### src/rtl/apa102_frame_decoder_pkg.sv
// Shared types and constants for the APA102 serial frame decoder.
package apa102_frame_decoder_pkg;

  typedef enum logic [1:0] {
    StSeek,
    StPixel,
    StTrail
  } state_e;

  // Zero bits that mark a start frame (and close a trail).
  localparam int unsigned START_ZEROS = 32;
  // Bits per LED word.
  localparam int unsigned WORD_BITS   = 32;
  // Top three bits of every LED word.
  localparam logic [2:0]  HEADER      = 3'b111;

endpackage

### src/rtl/apa102_frame_decoder_edge.sv
// Input registers for the serial bus plus rise/fall strobes of led_clk.
module led_edge_detect (
  input  logic clk,
  input  logic reset,
  input  logic led_clk,
  input  logic led_data,
  output logic data_bit,
  output logic rise,
  output logic fall
);

  logic clk_q, data_q, clk_prev_q;

  // Align led_clk/led_data in one stage, keep a second led_clk stage for edges.
  always_ff @(posedge clk) begin
    if (reset) begin
      clk_q      <= 1'b0;
      data_q     <= 1'b0;
      clk_prev_q <= 1'b0;
    end else begin
      clk_q      <= led_clk;
      data_q     <= led_data;
      clk_prev_q <= clk_q;
    end
  end

  assign rise     = clk_q & ~clk_prev_q;
  assign fall     = ~clk_q & clk_prev_q;
  assign data_bit = data_q;

endmodule

### src/rtl/apa102_frame_decoder.sv
// Decodes an APA102 bit stream into per-pixel brightness/colour words.
module apa102_frame_decoder
  import apa102_frame_decoder_pkg::*;
#(
  parameter int unsigned N_PIXELS = 64,
  parameter int unsigned TIMEOUT  = 4096
) (
  input  logic       clk,
  input  logic       reset,
  input  logic       led_clk,
  input  logic       led_data,
  output logic       pix_valid,
  output logic [5:0] pix_idx,
  output logic [4:0] pix_bright,
  output logic [7:0] pix_b,
  output logic [7:0] pix_g,
  output logic [7:0] pix_r,
  output logic       frame_done,
  output logic       err_header,
  output logic       err_timeout,
  output logic [7:0] frame_count
);

  localparam int unsigned IdleW = $clog2(TIMEOUT + 1);
  localparam logic [IdleW-1:0] IdleMax  = IdleW'(TIMEOUT);
  localparam logic [5:0]       ZeroSat  = 6'(START_ZEROS);
  localparam logic [5:0]       ZeroLast = 6'(START_ZEROS - 1);
  localparam logic [4:0]       LastBit  = 5'(WORD_BITS - 1);
  localparam logic [5:0]       LastIdx  = 6'(N_PIXELS - 1);

  logic data_bit, rise, fall;

  led_edge_detect u_edge (
    .clk      (clk),
    .reset    (reset),
    .led_clk  (led_clk),
    .led_data (led_data),
    .data_bit (data_bit),
    .rise     (rise),
    .fall     (fall)
  );

  state_e           state_q, state_d;
  logic [5:0]       zero_cnt_q, zero_cnt_d;
  logic [4:0]       bit_cnt_q, bit_cnt_d;
  // Only the 28 most recent bits are kept; the header is checked early.
  logic [27:0]      shift_q, shift_d;
  logic [IdleW-1:0] idle_q, idle_d;
  logic [5:0]       idx_q, idx_d;
  logic [5:0]       pix_idx_q, pix_idx_d;
  logic [4:0]       bright_q, bright_d;
  logic [7:0]       b_q, b_d, g_q, g_d, r_q, r_d;
  logic [7:0]       frame_count_q, frame_count_d;
  logic             valid_q, valid_d, done_q, done_d;
  logic             err_hdr_q, err_hdr_d, err_tmo_q, err_tmo_d;
  logic             header_bad, timeout_hit;

  // Next-state logic: error returns first, then one bit per falling edge.
  always_comb begin
    state_d       = state_q;
    zero_cnt_d    = zero_cnt_q;
    bit_cnt_d     = bit_cnt_q;
    shift_d       = shift_q;
    idx_d         = idx_q;
    pix_idx_d     = pix_idx_q;
    bright_d      = bright_q;
    b_d           = b_q;
    g_d           = g_q;
    r_d           = r_q;
    frame_count_d = frame_count_q;
    valid_d       = 1'b0;
    done_d        = 1'b0;
    err_hdr_d     = 1'b0;
    err_tmo_d     = 1'b0;
    idle_d        = '0;

    header_bad  = (state_q == StPixel) && fall && (bit_cnt_q == 5'd2) &&
                  ({shift_q[1:0], data_bit} != HEADER);
    timeout_hit = (state_q == StPixel) && (idle_q == IdleMax);

    if ((state_q == StPixel) && !(rise || fall)) idle_d = idle_q + 1'b1;

    if (header_bad || timeout_hit) begin
      // Header error wins; the edge of this cycle is dropped either way.
      err_hdr_d  = header_bad;
      err_tmo_d  = !header_bad;
      state_d    = StSeek;
      zero_cnt_d = '0;
      bit_cnt_d  = '0;
      idx_d      = '0;
      idle_d     = '0;
    end else if (fall) begin
      unique case (state_q)
        StSeek: begin
          if (!data_bit) begin
            if (zero_cnt_q != ZeroSat) zero_cnt_d = zero_cnt_q + 1'b1;
          end else if (zero_cnt_q == ZeroSat) begin
            state_d   = StPixel;
            shift_d   = {shift_q[26:0], data_bit};
            bit_cnt_d = 5'd1;
          end else begin
            zero_cnt_d = '0;
          end
        end
        StPixel: begin
          shift_d   = {shift_q[26:0], data_bit};
          bit_cnt_d = bit_cnt_q + 1'b1;
          if (bit_cnt_q == LastBit) begin
            valid_d   = 1'b1;
            pix_idx_d = idx_q;
            bright_d  = shift_q[27:23];
            b_d       = shift_q[22:15];
            g_d       = shift_q[14:7];
            r_d       = {shift_q[6:0], data_bit};
            if (idx_q == LastIdx) begin
              done_d        = 1'b1;
              frame_count_d = frame_count_q + 8'd1;
              state_d       = StTrail;
              zero_cnt_d    = '0;
              idx_d         = '0;
            end else begin
              idx_d = idx_q + 1'b1;
            end
          end
        end
        StTrail: begin
          if (data_bit) begin
            zero_cnt_d = '0;
          end else if (zero_cnt_q == ZeroLast) begin
            zero_cnt_d = ZeroSat;
            state_d    = StSeek;
          end else begin
            zero_cnt_d = zero_cnt_q + 1'b1;
          end
        end
        default: state_d = StSeek;
      endcase
    end
  end

  // State and output registers; reset overrides everything.
  always_ff @(posedge clk) begin
    if (reset) begin
      state_q       <= StSeek;
      zero_cnt_q    <= '0;
      bit_cnt_q     <= '0;
      shift_q       <= '0;
      idle_q        <= '0;
      idx_q         <= '0;
      pix_idx_q     <= '0;
      bright_q      <= '0;
      b_q           <= '0;
      g_q           <= '0;
      r_q           <= '0;
      frame_count_q <= '0;
      valid_q       <= 1'b0;
      done_q        <= 1'b0;
      err_hdr_q     <= 1'b0;
      err_tmo_q     <= 1'b0;
    end else begin
      state_q       <= state_d;
      zero_cnt_q    <= zero_cnt_d;
      bit_cnt_q     <= bit_cnt_d;
      shift_q       <= shift_d;
      idle_q        <= idle_d;
      idx_q         <= idx_d;
      pix_idx_q     <= pix_idx_d;
      bright_q      <= bright_d;
      b_q           <= b_d;
      g_q           <= g_d;
      r_q           <= r_d;
      frame_count_q <= frame_count_d;
      valid_q       <= valid_d;
      done_q        <= done_d;
      err_hdr_q     <= err_hdr_d;
      err_tmo_q     <= err_tmo_d;
    end
  end

  assign pix_valid   = valid_q;
  assign pix_idx     = pix_idx_q;
  assign pix_bright  = bright_q;
  assign pix_b       = b_q;
  assign pix_g       = g_q;
  assign pix_r       = r_q;
  assign frame_done  = done_q;
  assign err_header  = err_hdr_q;
  assign err_timeout = err_tmo_q;
  assign frame_count = frame_count_q;

endmodule
### config.mk
export PLATFORM = sky130hd
export DESIGN_NAME = apa102_frame_decoder
export DESIGN_NICKNAME = d
export VERILOG_FILES = /design/src/rtl/apa102_frame_decoder_pkg.sv /design/src/rtl/apa102_frame_decoder_edge.sv /design/src/rtl/apa102_frame_decoder.sv
export SDC_FILE = /design/constraint.sdc
export NUM_CORES = 1
export LEC_CHECK = 0
export ABC_AREA = 1
export CAP_MARGIN = 20
export CORE_MARGIN = 4
export CORE_UTILIZATION = 55
export DETAILED_ROUTE_END_ITERATION = 10
export PLACE_DENSITY_LB_ADDON = 0.25
export SLEW_MARGIN = 20
export SYNTH_ARGS = -nofsm -noshare
export SYNTH_HDL_FRONTEND = slang
export SYNTH_SLANG_ARGS = --single-unit
### constraint.sdc
create_clock -name clk -period 3.6 [get_ports clk]
set_input_delay 0.9 -clock clk [delete_from_list [all_inputs] [get_ports clk]]
set_output_delay 0.9 -clock clk [all_outputs]
set_load 0.1 [all_outputs]
==> impl_metrics.tcl, run 1 <==
set metrics [dict create \
    status "finished, final reports clean" \
    p_leak_nw 2.04 \
    synth_top_area_share_pct 44.5 \
    grt_max_degree 50 \
    crit_buf_inv 1 \
    min-delay-start "u_edge.clk_q" \
    hpwl_microns 6670 \
    core-area_sq_mm 0.00872 \
    drc 0 \
    r2r_start "bit_cnt_q[0]" \
    ctsHoldBuffers 0 \
    antenna_found_initial 0 \
    syn_to_final_growth_pct 11.2 \
    grt_pass1_wl_microns 16400 \
    clk_path_buf_depth 2 \
    pre_cts_ws_ns 1.11 \
    place_congestion 0.843 \
    r2r_setup_slack_ns 1.13 \
    path_clk_slew_ns 0.12 \
    worstPathMaxFanout 2 \
    setup_ws_ns 0.820 \
    setup_tns_ns 0 \
    required_ns 2.70 \
    row_count 34 \
    cts_tree "done" \
    startpoint_type "flip-flop" \
    grt_util_all_layers_pct 19.0 \
    post_cts_buffers 0 \
    ios 51 \
    drv_slew 0 \
    r2r-end "pix_idx[0]" \
    ys_seq_area_share_pct 44.5 \
    antenna_left 0 \
    synthTopCellsByArea "dfxtp_1, nand2_1, nor2_1" \
    avgSynthCellArea_sq_um 8.12 \
    fin_crit_sh_pct 77.2 \
    fmax_mhz 360 \
    syn_inst 609 \
    firstDrtPassIters 4 \
    cap_violations 0 \
    power.density_mw_per_mm2 365 \
    crit_family "buffers and inverters" \
    hold_violations 0 \
    grt_overflow 0 \
    synth_flop_cell "dfxtp_1" \
    cp.arrival_ns 1.88 \
    grt_setup_unrepaired "no" \
    worst-path-stages 1 \
    num_antenna_cells 0 \
    ys_types 34 \
    syn_nets 628 \
    wl_microns 9720 \
    dieArea_sq_mm 0.0106 \
    holdPathEnd "u_edge.clk_prev_q" \
    cts_resized 0 \
    end_kind "output port" \
    fin_nets 666 \
    drive_above_1_share_pct 19.8 \
    max-vdd-ir-drop_uv 180 \
    cp_slowest_stage_delay_ns 1.15 \
    skew_ns 0.0146 \
    fin_crit_ns 2.78 \
    cts_buffers 9 \
    yosys_warnings 0 \
    reg2regPathDepth 10 \
    wl_per_cell_microns 12.8 \
    slowest_stage "clkdlybuf4s50_1" \
    synth_most_common_cell "dfxtp_1" \
    dr_total_vias 4010 \
    hold_class "reg2reg" \
    clock_latency_ns 0.37 \
    seqCellArea_sq_mm 0.00220 \
    die_h_microns 103 \
    synth-edff-count 0 \
    numPortBuffers 50 \
    h-tree-depth 3 \
    die_width_microns 103 \
    synth-async-reset-ratio_pct 0 \
    yosys_register_bits 110 \
    hold_depth 2 \
    start_util_pct 56.7 \
    syn-cell-area_sq_mm 0.00494 \
    drt_iter0_drc 132 \
    crit_type "reg2out" \
    grt_pass1_vias 3714 \
    multi_input_area_sq_mm 0.00237 \
    clock-sinks 110 \
    fill_cells 750 \
    vias_per_cell 5.28 \
    tightest_slew_ns 0.982 \
    final_util_pct 63.1 \
    path_cells "clkdlybuf4s50_1" \
    setup_violations 0 \
    yosys.area.top_type "dfxtp_1" \
    yosys-top-cells-count "dfxtp_1, nand2_1, nor2_1, inv_1, nor3_1" \
    cts_root_buffer "clkbuf_8" \
    max-slew-margin-rel_pct 34.3 \
]
worst max path at each step:
stage,from,endpoint,slack [ns]
detailed placement,bit_cnt_q[0],pix_r[2],1.11
global placement,pix_idx[0],pix_idx[0],1.22
floorplan,frame_count[0],frame_count[6],1.64
global route,pix_idx[0],pix_idx[0],0.76
finish,pix_r[5],pix_r[5],0.82
CTS,pix_r[5],pix_r[5],0.80
placed cells by master (no fill, tap or decap), drive strengths merged:
cell type      Yosys  layout
clkinv             0       3
a211oi             1       1
o21bai             2       2
buf               19      33
xor2               8       8
nor3b              1       1
o21ai             41      41
clkdlybuf4s50      0      19
a21oi             62      62
nor3              36      36
nand3             26      26
dfxtp            110     110
clkbuf             6      10
inv               41      44
nand2            140     140
nand4              4       4
nor2              89      89
xnor2              6       6
or2                2       2
ha                15      15
area by class of cell:
type	count	area share, %
clock buffer	10	2.50
timing repair buffer	52	7.92
sequential	110	40.0
inverter	41	2.89
multi-input combinational	433	43.0
clock inverter	6	1.14
tap	108	2.46
logic make-up after synthesis:
| group | synth area share (%) |
|---|---|
| DFF | 44.5 |
| and+or+nand+nor | 28.5 |
| AOI/OAI and AO/OA | 13.1 |
| xor gates and xnor gates | 2.48 |
| adders and majority gates | 3.80 |
| buffers and inverters | 7.57 |
tightest hold or removal path: cells and delay by family, from the launching register on:
| family | cells | cell delay [ns] |
|---|---|---|
| flip-flops | 1 | 0.31 |
| buffers and inverters | 1 | 0.06 |
| AND/OR/NAND/NOR | 1 | 0.04 |
per-stage QoR:
stage | hold slack, ns | area, sq um | total power [mW] | std cells
after global placement | 0.434 | 5300 | 1.30 | 744
after floorplan | 0.414 | 4940 | 1.29 | 609
after global routing | 0.475 | 5500 | 2.08 | 760
after CTS | 0.447 | 5500 | 2.02 | 760
final | 0.440 | 5500 | 2.01 | 760
after detailed placement | 0.441 | 5300 | 1.30 | 744
power by group:
group | internal [mW] | switching (mW) | leakage, nW
Sequential | 1.22 | 0.00338 | 0.886
Combinational | 0.0128 | 0.0343 | 1.05
Clock | 0.289 | 0.448 | 0.102
sequential cells by signal (all words and copies together), names as in the netlist, 2 cells and up:
| signal | flops |
|---|---|
| shift_q | 28 |
| idle_q | 13 |
| frame_count | 8 |
| pix_b | 8 |
| pix_g | 8 |
| pix_r | 8 |
| idx_q | 6 |
| pix_idx | 6 |
| zero_cnt_q | 6 |
| bit_cnt_q | 5 |
| pix_bright | 5 |
| state_q | 2 |
per-layer routing:
metal,wire length [microns],GRT usage (%)
met1,4520,24.3
met2,4590,32.1
met3,463,3.92
met4,151,6.37
met5,0,0
(Power assumes the default switching activity.)
==> run 2: changes to the inputs <==
clock period = 2.87 ns   (was 3.6 ns; I/O delays follow)
==> run 2 against run 1 <==
Compared with the run above:
- clock skew is 0.0051 ns higher
- first-iteration DRC count is 3.8% higher
- die area stayed put
- worst setup slack worse by 0.17 ns
- worst hold slack worse by 0.013 ns
- register-to-register slack worse by 0.48 ns
- clock-buffer cell count is 1 lower
- sequential power is 26% higher
- final area is 0.71% lower
- global-route usage is 0.17 points lower
- sequential share of layout area is 0.28 points higher
- final cell count is 0.13% higher
==> impl_metrics.tcl, run 2 (synthesis results as in run 1) <==
set metrics [dict create \
    setup_violations 0 \
    max-vdd-ir-drop_uv 219 \
    cts_resized 0 \
    power.net_switching_uw 623 \
    cap_violations 0 \
    grt_util_all_layers_pct 18.8 \
    startpoint_type "flip-flop" \
    tightest_slew_ns 0.706 \
    hold_class "reg2reg" \
    place_congestion 0.854 \
    postPlaceCellArea_sq_mm 0.00526 \
    p_total_mw 2.52 \
    path_clk_slew_ns 0.11 \
    dp_cells 745 \
    wl_microns 9640 \
    core-area_sq_mm 0.00872 \
    cts_tree "done" \
    drt_iter0_drc 137 \
    start_util_pct 56.7 \
    dr_total_vias 3946 \
    ios 51 \
    setup_tns_ns 0 \
    grt_setup_unrepaired "no" \
    fin_crit_ns 2.22 \
    clock-sinks 110 \
    vias_per_cell 5.19 \
    required_ns 3.17 \
    die_width_microns 103 \
    p_leak_nw 2.08 \
    fin_nets 667 \
    row_count 34 \
    syn_to_final_growth_pct 10.5 \
    fin_crit_sh_pct 77.2 \
    final_cells 761 \
    skew_ns 0.0196 \
    numPortBuffers 50 \
    postLayoutCellArea_sq_mm 0.00546 \
    antenna_left 0 \
    post_cts_buffers 0 \
    firstDrtPassIters 4 \
    fill_cells 753 \
    drc 0 \
    fmax_mhz 451 \
    final_cell_mix "dfxtp_1, nand2_1, nor2_1" \
    cp.arrival_ns 2.52 \
    grt_overflow 0 \
    ctsHoldBuffers 0 \
    pwr-share-clk_pct 36.6 \
    grt_pass1_wl_microns 16400 \
    die_h_microns 103 \
    drv_slew 0 \
    h-tree-depth 3 \
    final_common_cell "dfxtp_1" \
    p_sw_share_pct 24.8 \
    pwr-share-seq_pct 61.0 \
    grt_max_degree 50 \
    power.density_mw_per_mm2 461 \
    clock_latency_ns 0.37 \
    wl_per_cell_microns 12.7 \
    combPwrFrac_pct 2.4 \
    dieArea_sq_mm 0.0106 \
    p_int_mw 1.89 \
    worstPathMaxFanout 36 \
    grt_pass1_vias 3691 \
    end_kind "flip-flop" \
    status "finished, final reports clean" \
    max-slew-margin-rel_pct 52.9 \
    drive_above_1_share_pct 22.5 \
    hold_violations 0 \
    crit_type "reg2reg" \
    num_antenna_cells 0 \
    clk_path_buf_depth 2 \
    cts_root_buffer "clkbuf_8" \
    top_regs "shift_q: 28 flops, idle_q: 13 flops" \
    hpwl_microns 6690 \
    cts_buffers 9 \
    largest_register "shift_q" \
    largest_reg_flops 28 \
    antenna_found_initial 0 \
    hold_ws_ns 0.426 \
]
==> run 2: changes by cell type in the layout (fill, tap and decap cells not counted), sizes merged <==
cell / previous run / this run
buf: 33 / 51
clkbuf: 10 / 9
clkdlybuf4s50: 19 / 2
clkinv: 3 / 2
inv: 44 / 46
==> run 2: power by group through the flow <==
stage	clock network, mW	logic (mW)	registers, mW
after floorplan	0	0.0452	1.57
after global placement	0	0.0583	1.57
after detailed placement	0	0.0597	1.57
after CTS	0.948	0.0599	1.54
after global routing	1.01	0.0666	1.54
final	0.922	0.0599	1.54
==> run 2: cell type report <==
cell class / instances / area, sq um / share of cell area, %
clock buffer: 9 / 124 / 2.27
tap: 108 / 135 / 2.47
timing repair buffer: 53 / 400 / 7.33
multi-input combinational: 433 / 2370 / 43.4
sequential: 110 / 2200 / 40.3
clock inverter: 7 / 72.6 / 1.33
inverter: 41 / 159 / 2.91
==> run 2: per-layer routing <==
metal  GRT usage [%]  share of wire, %  vias up
li1                -                 -     2055
met1            24.4                48     1803
met2            31.7                47       79
met3            3.92               4.5        9
met4            5.78               1.0        0
met5               0                 0        -
==> run 2: critical path, cell delays in order (launching register included) <==
cell     delay (ns)
dfxtp_1        0.43
ha_1           0.44
nor2_1         0.13
nor3_4         0.22
nand2_4        0.26
nor2_8         0.42
o21ai_1        0.12
a21oi_1        0.13
==> run 2: metrics by stage <==
stage | setup WS [ns] | util, %
2_1_floorplan | 0.910 | -
3_3_place_gp | 0.741 | 60.4
3_5_place_dp | 0.655 | 60.4
4_1_cts | 0.639 | 62.6
5_1_grt | 0.391 | 62.6
6_report | 0.653 | 62.6
==> run 2: path summary, 6_finish.rpt <==
check / startpoint / slack (ns) / endpoint / depth (start not counted)
worst max-delay path: state_q[0] / 0.65 / shift_q[0] / 7
worst min-delay path: u_edge.clk_q / 0.43 / u_edge.clk_prev_q / 2
worst max register to register: state_q[0] / 0.65 / shift_q[0] / 7
worst min register to register: u_edge.clk_q / 0.43 / u_edge.clk_prev_q / 2
==> run 3: changes to the inputs <==
clock period = 2.08 ns   (was 2.87 ns; I/O delays follow)
==> run 3 against run 2 <==
Compared with the run above:
- worst setup slack worse by 0.49 ns
- die area unchanged
- global-route usage up 1.0 points
- worst hold slack better by 0.017 ns
- final area up 2.9%
- clock skew down 0.0041 ns
- sequential power up 38%
- flip-flop and latch count unchanged
- register-to-register slack worse by 0.49 ns
- via count up 2.3%
- critical path type unchanged
==> impl_metrics.tcl, run 3 (synthesis results as in run 1) <==
set metrics [dict create \
    syn_to_final_growth_pct 13.7 \
    required_ns 2.32 \
    fin_crit_sh_pct 92.3 \
    drv_slew 0 \
    fin_crit_ns 1.92 \
    hold_violations 0 \
    path_clk_slew_ns 0.10 \
    grt_pass1_wl_microns 16900 \
    antenna_left 0 \
    fin_nets 676 \
    largest_reg_flops 28 \
    grt_overflow 0 \
    worstPathMaxFanout 16 \
    drc 0 \
    power.net_switching_uw 818 \
    final_common_cell "dfxtp_1" \
    largest_register "shift_q" \
    power.density_mw_per_mm2 628 \
    h-tree-depth 3 \
    dp_cells 753 \
    hold_class "reg2reg" \
    clk_path_buf_depth 2 \
    num_antenna_cells 0 \
    setup_violations 0 \
    clock-sinks 110 \
    vias_per_cell 5.25 \
    top_regs "shift_q: 28 flops, idle_q: 13 flops" \
    ios 51 \
    final_cells 769 \
    core-area_sq_mm 0.00872 \
    p_total_mw 3.53 \
    slowest_stage "dfxtp_1" \
    final_util_pct 64.4 \
    skew_ns 0.0155 \
    start_util_pct 56.7 \
    dieArea_sq_mm 0.0106 \
    drt_iter0_drc 118 \
    cts_root_buffer "clkbuf_8" \
    tightest_slew_ns 0.686 \
    numPortBuffers 50 \
    cts_buffers 9 \
    antenna_found_initial 0 \
    max-vdd-ir-drop_uv 464 \
    grt_max_degree 50 \
    cp_slowest_stage_delay_ns 0.40 \
    end_kind "flip-flop" \
    cts_tree "done" \
    pwr-share-clk_pct 37.6 \
    max-slew-margin-rel_pct 54.3 \
    row_count 34 \
    firstDrtPassIters 4 \
    wl_per_cell_microns 12.9 \
    combPwrFrac_pct 2.4 \
    fmax_mhz 521 \
    p_leak_nw 2.14 \
    ctsHoldBuffers 0 \
    clock_latency_ns 0.38 \
    drive_above_1_share_pct 23.6 \
    final_cell_mix "dfxtp_1, nand2_1, nor2_1" \
    grt_util_all_layers_pct 19.9 \
    crit_type "reg2reg" \
    status "finished, final reports clean" \
    cp.arrival_ns 2.16 \
    path_cells "ha_1 > nand2_1 > nor2_1 > ha_1 > nand3_2 > inv_2 > nand3_4 > buf_4 > nand2_1 > a21oi_2" \
    wl_microns 9910 \
    die_h_microns 103 \
    pwr-share-seq_pct 60.0 \
    p_sw_share_pct 23.2 \
    grt_pass1_vias 3807 \
    p_int_mw 2.71 \
    cap_violations 0 \
    place_congestion 0.887 \
    startpoint_type "flip-flop" \
    dr_total_vias 4036 \
    die_width_microns 103 \
    hpwl_microns 6930 \
]
[run 3: final cells by class]
cell class / instances / area (sq um)
clock buffers: 9 / 124
clock inverters: 6 / 78.8
fillers: 730 / 3100
inverters: 41 / 166
multi-input cells: 433 / 2370
flip-flops and latches: 110 / 2200
well taps: 108 / 135
repair buffers: 62 / 543
[run 3: path summary, 6_finish.rpt]
| path | start | to | slack [ns] | cells after the start |
|---|---|---|---|---|
| max reg2reg | bit_cnt_q[0] | pix_g[5] | 0.16 | 10 |
| min | u_edge.clk_q | u_edge.clk_prev_q | 0.44 | 2 |
| min reg2reg | u_edge.clk_q | u_edge.clk_prev_q | 0.44 | 2 |
| max | bit_cnt_q[0] | pix_g[5] | 0.16 | 10 |
[run 3: worst max-delay path: cells and delay by family (launching register included)]
family,cells,cell delay (ns)
DFF,1,0.40
and+or+nand+nor,5,0.56
adders and majority gates,2,0.38
buffers and inverters,2,0.39
AOI/OAI and AO/OA,1,0.06
[run 3: routing by layer]
layer,GRT usage (%),vias up,part of all wire (%)
met1,24.8,1872,47
met5,0,-,0
met4,7.07,0,1.6
met2,33.8,82,48
li1,-,2068,-
met3,4.40,14,4.3
[run 3: power groups by stage]
stage | Clock (mW) | Sequential [mW] | Combinational [mW]
after floorplan | 0 | 2.16 | 0.0624
after detailed placement | 0 | 2.17 | 0.0848
final | 1.33 | 2.12 | 0.0840
after CTS | 1.37 | 2.12 | 0.0848
after global routing | 1.45 | 2.12 | 0.0937
after global placement | 0 | 2.17 | 0.0829
[run 3: what timing repair did]
action / CTS / global route
endpoints found under the setup margin: 0 / 53
buffers inserted: 0 / 1
resized for setup: 0 / 3
[run 3: stage by stage]
step	hold WS [ns]	setup WS (ns)	cell area, sq um	TNS [ns]
2_1_floorplan	0.414	0.120	4940	0
3_3_place_gp	0.426	0.143	5400	0
3_5_place_dp	0.432	0.0870	5400	0
4_1_cts	0.448	0.0688	5600	0
5_1_grt	0.467	-0.00125	5620	-0.00125
6_report	0.444	0.161	5620	0
